[src/rtl/trapez_peak_sampler.sv]
// Trapezoid flat-top peak sampler: threshold trigger, N-sample average, pile-up flags.
// Optional crossing timestamp enabled by TRAPEZ_PEAK_TIMESTAMP_EN.
module trapez_peak_sampler #(
   parameter int DATA_W   = 16,
   parameter int WIDTH_W  = 12,
   parameter int AVG_LOG2 = 2,
   parameter int TIME_W   = 32
) (
   input  logic               clk,
   input  logic               reset,
   input  logic               enable,
   input  logic [DATA_W-1:0]  shaper_data,
   input  logic [DATA_W-1:0]  threshold,
   input  logic [WIDTH_W-1:0] flat_delay,
   input  logic [WIDTH_W-1:0] max_width,
   output logic [DATA_W-1:0]  energy,
   output logic [1:0]         status,
   output logic               energy_valid,
   output logic [TIME_W-1:0]  event_time
);

   localparam int SUM_W = DATA_W + AVG_LOG2;
   localparam int WIN_W = AVG_LOG2 + 1;
   localparam logic [WIN_W-1:0] WIN_LAST =
      WIN_W'((1 << AVG_LOG2) - 1);
   localparam bit ONE_SAMPLE = (AVG_LOG2 == 0);

   typedef enum logic [2:0] {
      IDLE,
      RISE,
      FLAT,
      FALL,
      DONE
   } state_t;

   state_t              state_q, state_d;
   logic [DATA_W-1:0]   thr_q, thr_d;
   logic [WIDTH_W-1:0]  fd_q, fd_d;
   logic [WIDTH_W-1:0]  mw_q, mw_d;
   logic [WIDTH_W-1:0]  idx_q, idx_d;
   logic [WIDTH_W-1:0]  width_q, width_d;
   logic [WIN_W-1:0]    win_q, win_d;
   logic signed [SUM_W-1:0] acc_q, acc_d;
   logic [DATA_W-1:0]   energy_q, energy_d;
   logic [1:0]          status_q, status_d;
   logic                valid_q, valid_d;

   logic [DATA_W-1:0]   thr_use;
   logic                above;
   logic signed [SUM_W-1:0] samp_x;
   logic signed [SUM_W-1:0] acc_sum;
   logic [WIDTH_W-1:0]  width_inc;
   logic                fin;
   logic                fin_short;

`ifdef TRAPEZ_PEAK_TIMESTAMP_EN
   logic [TIME_W-1:0]   ts_q, ts_d;
   logic [TIME_W-1:0]   evl_q, evl_d;
   logic [TIME_W-1:0]   evt_q, evt_d;
`endif

   // Trigger compare uses live threshold only while waiting for a crossing.
   always_comb begin
      thr_use   = (state_q == IDLE) ? threshold : thr_q;
      above     = $signed(shaper_data) > $signed(thr_use);
      samp_x    = SUM_W'($signed(shaper_data));
      acc_sum   = acc_q + samp_x;
      width_inc = (width_q == '1) ? width_q : width_q + 1'b1;
   end

   // Pulse FSM next-state, accumulation and result capture.
   always_comb begin
      state_d   = state_q;
      thr_d     = thr_q;
      fd_d      = fd_q;
      mw_d      = mw_q;
      idx_d     = idx_q;
      width_d   = width_q;
      win_d     = win_q;
      acc_d     = acc_q;
      energy_d  = energy_q;
      status_d  = status_q;
      valid_d   = 1'b0;
      fin       = 1'b0;
      fin_short = 1'b0;
`ifdef TRAPEZ_PEAK_TIMESTAMP_EN
      ts_d      = ts_q + 1'b1;
      evl_d     = evl_q;
      evt_d     = evt_q;
`endif
      if (!enable) begin
         state_d = IDLE;
         acc_d   = '0;
         win_d   = '0;
         idx_d   = '0;
         width_d = '0;
      end else begin
         unique case (state_q)
            IDLE: begin
               if (above) begin
                  thr_d   = threshold;
                  fd_d    = flat_delay;
                  mw_d    = max_width;
                  width_d = WIDTH_W'(1);
`ifdef TRAPEZ_PEAK_TIMESTAMP_EN
                  evl_d   = ts_q;
`endif
                  if (flat_delay == '0) begin
                     acc_d   = samp_x;
                     win_d   = WIN_W'(1);
                     state_d = ONE_SAMPLE ? FALL : FLAT;
                  end else begin
                     acc_d   = '0;
                     win_d   = '0;
                     idx_d   = WIDTH_W'(1);
                     state_d = RISE;
                  end
               end
            end
            RISE: begin
               if (!above) begin
                  fin       = 1'b1;
                  fin_short = 1'b1;
               end else begin
                  width_d = width_inc;
                  if (idx_q == fd_q) begin
                     acc_d   = samp_x;
                     win_d   = WIN_W'(1);
                     state_d = ONE_SAMPLE ? FALL : FLAT;
                  end else begin
                     idx_d = idx_q + 1'b1;
                  end
               end
            end
            FLAT: begin
               if (!above) begin
                  fin       = 1'b1;
                  fin_short = 1'b1;
               end else begin
                  width_d = width_inc;
                  acc_d   = acc_sum;
                  win_d   = win_q + 1'b1;
                  if (win_q == WIN_LAST) begin
                     state_d = FALL;
                  end
               end
            end
            FALL: begin
               if (!above) begin
                  fin = 1'b1;
               end else begin
                  width_d = width_inc;
               end
            end
            DONE: begin
               state_d = IDLE;
               acc_d   = '0;
               win_d   = '0;
               idx_d   = '0;
               width_d = '0;
            end
            default: begin
               state_d = IDLE;
            end
         endcase
         if (fin) begin
            state_d  = DONE;
            valid_d  = 1'b1;
            status_d = {(width_q > mw_q), fin_short};
            energy_d = fin_short ? '0 :
                       acc_q[SUM_W-1:AVG_LOG2];
`ifdef TRAPEZ_PEAK_TIMESTAMP_EN
            evt_d    = evl_q;
`endif
         end
      end
   end

   // State and output registers with asynchronous clear.
   always_ff @(posedge clk or negedge reset) begin
      if (!reset) begin
         state_q  <= IDLE;
         thr_q    <= '0;
         fd_q     <= '0;
         mw_q     <= '0;
         idx_q    <= '0;
         width_q  <= '0;
         win_q    <= '0;
         acc_q    <= '0;
         energy_q <= '0;
         status_q <= '0;
         valid_q  <= 1'b0;
`ifdef TRAPEZ_PEAK_TIMESTAMP_EN
         ts_q     <= '0;
         evl_q    <= '0;
         evt_q    <= '0;
`endif
      end else begin
         state_q  <= state_d;
         thr_q    <= thr_d;
         fd_q     <= fd_d;
         mw_q     <= mw_d;
         idx_q    <= idx_d;
         width_q  <= width_d;
         win_q    <= win_d;
         acc_q    <= acc_d;
         energy_q <= energy_d;
         status_q <= status_d;
         valid_q  <= valid_d;
`ifdef TRAPEZ_PEAK_TIMESTAMP_EN
         ts_q     <= ts_d;
         evl_q    <= evl_d;
         evt_q    <= evt_d;
`endif
      end
   end

   assign energy       = energy_q;
   assign status       = status_q;
   assign energy_valid = valid_q;
`ifdef TRAPEZ_PEAK_TIMESTAMP_EN
   assign event_time   = evt_q;
`else
   assign event_time   = '0;
`endif

endmodule

[config.mk]
export PLATFORM = sky130hd
export DESIGN_NAME = trapez_peak_sampler
export DESIGN_NICKNAME = d
export VERILOG_FILES = /design/src/rtl/trapez_peak_sampler.sv
export SDC_FILE = /design/constraint.sdc
export NUM_CORES = 1
export LEC_CHECK = 0
export ABC_AREA = 1
export CAP_MARGIN = 5
export CORE_MARGIN = 3
export CORE_UTILIZATION = 30
export DETAILED_ROUTE_END_ITERATION = 7
export SYNTH_ARGS = -nofsm -noshare
export SYNTH_HDL_FRONTEND = slang
export SYNTH_SLANG_ARGS = --single-unit
[constraint.sdc]
create_clock -name clk -period 3 [get_ports clk]
set_input_delay 0.6 -clock clk [delete_from_list [all_inputs] [get_ports clk]]
set_output_delay 0.6 -clock clk [all_outputs]
set_load 0.02 [all_outputs]
* Word level (Yosys, flattened, before mapping)
Index checks and enable logic that the tools add are counted. W data, S select, Z words.
Word-level totals: latch bits 0, output and inout port bits 51, logic and storage cells 94, flip-flop bits (word level) 107, ROM bits 0, input bits 59, memories kept 0, RAM bits 0
Operators by class: divide/modulo/power cells 0, mux-type cells 43, shift-type cells 0, reductions and logical operators 10, $mul 0, $lt $le $gt $ge 2, bitwise gates (word level) 0, eq/ne operators 24, $add $sub $neg 4
Operator list (number):
- $mux W12 | 9
- $mux W18 | 6
- $pmux W12 S3 | 2
- $pmux W18 S4 | 1
- $mux W3 | 12
- $mux W16 | 2
- $add A12 B1 Y12 const B | 2
- $ne A3 B3 Y1 const B | 8
- $pmux W3 S4 | 2
- $add A18 B16 Y18 | 1
- $gt A16 B16 Y1 | 1
- $ne A4 B4 Y1 const B | 4
- $eq A12 B12 Y1 | 1
- $eq A12 B12 Y1 const B | 1
- $gt A12 B12 Y1 | 1
- $logic_not A12 Y1 | 1
- $reduce_and A5 Y1 | 2
- $eq A3 B2 Y1 const B | 3
- $mux W1 | 8
- $reduce_and A6 Y1 | 1
- $ne A5 B1 Y1 const B | 1
- $ne A4 B1 Y1 const B | 1
- $ne A4 B2 Y1 const B | 1
- $ne A4 B3 Y1 const B | 1
- other kinds (11) | 11

* Depth between registers and ports, before layout
depth after elaboration 8, mapped depth 23, depth with buffers taken out 22

* Worst setup path before layout
Ideal clock, no wire load.
path kind flip-flop to flip-flop, start point register state_q[0], end point register width_q[6], cell stages (with the launch flop) 23, arrival 2786 ps, path slack 79 ps, library setup time 135 ps, period minus slack after synthesis 2921 ps, required time 2865 ps, buffers on the path 3, cell sequence dfrtp_1 nor2_4 inv_1 nor2_1 inv_2 clkbuf_1 nand2_1 o21ai_0 ha_1 nand2_1 inv_1 a21oi_1 nand3_1 nand2_1 nand2_1 nand2_2 nand3_4 nand2_1 buf_4 nand3_2 buf_6 nand2_1 o31ai_1
On the way: cells in the longest elaborated chain, start to end 5, elaborated cells on any way between the ends 15, classes of those cells 1 x order compare; 8 x eq/ne; 3 x mux; 3 x reduce/logical
Ends and longest elaborated chain:
- start, declared | line 36 | state_t state_q, state_d;
- start signal, assigned | line 199 | state_q <= state_d;
- $logic_not A3 Y1 | line 64, 98
- $mux W16 | line 64 | thr_use = (state_q == IDLE) ? threshold : thr_q;
- $gt A16 B16 Y1 | line 65 | above = $signed(shaper_data) > $signed(thr_use);
- $ne A3 B2 Y1 (no source line) or $ne A3 B3 Y1 (tied branches)
- $reduce_and A4 Y1 (no source line)
- end signal, assigned | line 204 | width_q <= width_d;
- end, declared | line 41 | logic [WIDTH_W-1:0] width_q, width_d;
Several ways; a longest one is shown, not always the timed one. A chain may end at the register's enable or synchronous reset.

* Worst setup path after layout
start point register state_q[0], end point register thr_q[13]
On the way: cells in the longest elaborated chain, start to end 4
Ends and longest elaborated chain:
- $logic_not A3 Y1 (*) | line 64, 98
- $mux W16 | line 64
- $gt A16 B16 Y1 | line 65
- $reduce_and A3 Y1 (no source line) (*)
- end signal, assigned | line 200 | thr_q <= thr_d;
- end, declared | line 37 | logic [DATA_W-1:0] thr_q, thr_d;
Mark *: on every way between the ends. The rest lies on a longest branch, timed or not.

==> run_results.csv <==
group,metric,value,unit
timing,setup_viol,1,
floorplan,num_rows,57,
setup_path,path_delay_family,"simple AND/OR/NAND/NOR gates",
timing,period_minus_slack,3.02,ns
placed_design,place_area,8720,sq um
clocking,cts_tree,"done",
cells_and_area,final_cell_mix,"nand2_1 (243), inv_1 (120), dfrtp_1 (107), clkdlybuf4s50_1 (76), nor2_1 (51)",
drt,viasPerCell,4.77,
drt,drt_iter0_markers,465,
setup_path,r2r_slack,-0.02,ns
floorplan,die_h,164,um
power_and_ir_drop,power_density,930,nW/um^2
clocking,clock_path_buffers,2,
yosys,syn_inst,1026,
yosys,synth_cell_types,43,
floorplan,start_util,30.6,%
job,drv_cap,0,
placed_design,hpwl,15200,um
power_and_ir_drop,switching_share,46.2,%
setup_path,crit_chain,"nor2_4 > inv_2 > nor2_4 > buf_12 > clkinv_8 > o21ai_1 > ha_1 > nand2_2 > o21bai_1 > nand2_1 > a21oi_2 > nand2_2 > nand2_2 > nand3_4 > nor3_4 > buf_6 > clkbuf_16 > nand2_1 > o21ai_0",
clocking,root_buffer,"clkbuf_16",
timing,finClkSkew,0.0153,ns
power_and_ir_drop,pwr-share-seq,23.9,%
grt,gr-usage-all-layers,15.0,%
timing,setup_tns,-0.0191,ns
setup_path,slowest_stage,"dfrtp_1",
setup_path,crit_type,"flip-flop to flip-flop",
timing,hold_viol,0,
grt,grt_overflow,0,
setup_path,ff2ff_path_depth,19,
timing,slew_headroom,51.0,%
yosys,synth-seq-cells,107,
setup_path,critPathArrivalTime,3.29,ns
drt,drc,0,
drt,first_pass_iters,5,
floorplan,core,24300,sq um
setup_path,cp-start-kind,"flip-flop",
placed_design,portBuffers,77,
timing,finalWorstSetupSlack,-0.0191,ns
drt,drt-total-wl,21700,um
cells_and_area,layout_commonest_cell,"nand2_1",
grt,grt_pass1_wl,32100,um
cells_and_area,syn2layout_area_growth,33.0,%
clocking,htree_levels,3,
min_path,hold_path.class,"input port to asynchronous set/reset pin",
floorplan,ios,110,
drt,ant_nets,0,
drt,vias,7050,
cells_and_area,final_cell_area,9900,sq um
status,status,"finished with violations",
timing,drv_slew,0,
placed_design,post-place-cells,1441,
timing,rsz0062_at_grt,"yes",
setup_path,critPathBufInv,5,
cells_and_area,finalNetCount,1262,
timing,clock.fmax,0.331,GHz
power_and_ir_drop,ir_drop,0.000392,V
clocking,clkLatencyLatePin,0.36,ns
setup_path,slowest_delay,0.41,ns
setup_path,critPathMaxFanout,8,
setup_path,crit_required,3.27,ns
yosys,synth.avg_cell_area,7.26,sq um
timing,finalCritPeriodShare,101,%
grt,grt_max_degree,53,
clocking,cts.sinks,107,
timing,worstMarginPinSlew,0.734,ns
status,violations,"setup timing",
yosys,syn_area,7440,sq um
power_and_ir_drop,p_int,0.00495,W
cells_and_area,num_antenna_cells,0,
drt,wl_per_cell,14.6,um
clocking,cts-buffers-inserted,9,
yosys,synth_warnings,0,
power_and_ir_drop,combPwrFrac,63.6,%
clocking,cts.clk_slew.worst_paths,0.08,ns
power_and_ir_drop,p_clk_share,12.5,%
floorplan,fp.dieArea,26700,sq um
grt,antenna_found_initial,0,
setup_path,r2r_start,"state_q[0]",
floorplan,die_x,164,um
setup_path,r2r_end,"thr_q[13]",
grt,grt_pass1_vias,6436,
setup_path,cp-end-kind,"flip-flop",
yosys,seq_area_frac_synth,36.0,%
power_and_ir_drop,power.leakage,4.82,nW
setup_path,cp_common_cell,"nand2_2",
placed_design,gp_congestion,0.864,
cells_and_area,final_cells,1479,
cells_and_area,drive_gt1_share,19.0,%
power_and_ir_drop,p_switching,0.00426,W
state kept, by name, summed over array words and instances (netlist names):
signal        cells
acc_q            18
energy           16
energy_valid      1
fd_q             12
idx_q            12
mw_q             12
state_q           3
status            2
thr_q            16
width_q          12
win_q             3
timing repair:
action	CTS	global route
pin swaps	1	10
buffers inserted	1	9
hold buffers	0	0
gates resized for setup	6	208
gates cloned	0	15
setup endpoints to repair	105	105
metal layers:
| layer | vias to the layer above | part of all wire [%] | track usage [%] | wire, um |
|---|---|---|---|---|
| met4 | 0 | 1.3 | 4.27 | 281 |
| met2 | 149 | 47 | 24.9 | 10200 |
| met3 | 19 | 3.8 | 2.33 | 820 |
| li1 | 3561 | - | - | - |
| met5 | - | 0 | 0 | 0 |
| met1 | 3321 | 48 | 20.2 | 10300 |
through the flow:
| stage | power (W) | hold WS, ns | setup WS (ns) | utilization, % |
|---|---|---|---|---|
| 2_1_floorplan | 0.00506 | 0.304 | 0.0788 | - |
| 3_3_place_gp | 0.00634 | 0.467 | -0.285 | 35.9 |
| 3_5_place_dp | 0.00641 | 0.482 | -0.297 | 35.9 |
| 4_1_cts | 0.00762 | 0.330 | 0.0249 | 37.1 |
| 5_1_grt | 0.00994 | 0.363 | -0.171 | 40.7 |
| 6_report | 0.00921 | 0.295 | -0.0191 | 40.7 |
cell families after synthesis:
| family | after synthesis | synth area share [%] |
|---|---|---|
| other cells | 1 | 0.0504 |
| buf+inv | 190 | 11.8 |
| simple gates | 470 | 27.6 |
| flops | 107 | 36.0 |
| xor+xnor | 11 | 1.29 |
| compound gates | 197 | 14.8 |
| fa+ha+maj | 50 | 8.50 |
worst max path at each step:
stage | slack, ns | endpoint | startpoint | depth (start not counted)
floorplan | 0.08 | width_q[6] | state_q[0] | 22
global placement | -0.29 | acc_q[1] | threshold[15] | 12
detailed placement | -0.30 | win_q[2] | threshold[15] | 13
CTS | 0.02 | acc_q[1] | state_q[0] | 16
global route | -0.17 | thr_q[13] | state_q[0] | 19
finish | -0.02 | thr_q[13] | state_q[0] | 19
power by group through the flow:
| stage | Combinational [W] | Clock, W | Sequential [W] |
|---|---|---|---|
| 6_report | 0.00585 | 0.00115 | 0.00220 |
| 5_1_grt | 0.00646 | 0.00123 | 0.00225 |
| 4_1_cts | 0.00425 | 0.00118 | 0.00219 |
| 3_5_place_dp | 0.00419 | 0 | 0.00222 |
| 3_3_place_gp | 0.00412 | 0 | 0.00222 |
| 2_1_floorplan | 0.00281 | 0 | 0.00225 |
area by class of cell:
class	instances	area, sq um
Clock inverter	2	13.8
Clock buffer	11	253
Timing Repair Buffer	141	1530
Multi-Input combinational cell	761	4480
Inverter	130	503
Tap cell	324	405
Fill cell	2473	14400
Timing Repair inverter	3	37.5
Sequential cell	107	2680
cells in the mapped netlist (all sizes together):
cell type,instances,area (sq um)
xor2,9,78.8
inv,128,480
fa,1,20.0
nor2,63,284
clkinv,2,7.51
nand4,19,119
xnor2,2,17.5
nand2,295,1110
buf,46,339
nand3,48,268
nor4,4,25.0
nand3b,3,22.5
dfrtp,107,2680
o31ai,6,45.0
nor3,27,151
o21ai,121,643
clkbuf,14,52.6
nor3b,1,7.51
o22ai,4,25.0
o21a,2,15.0
ha,49,613
a31oi,3,18.8
conb,1,3.75
o211ai,6,50.1
or2,10,62.6
a21o,5,37.5
a21oi,46,238
o21bai,4,30.0
Note: power is estimated with default switching activity, not from simulation.
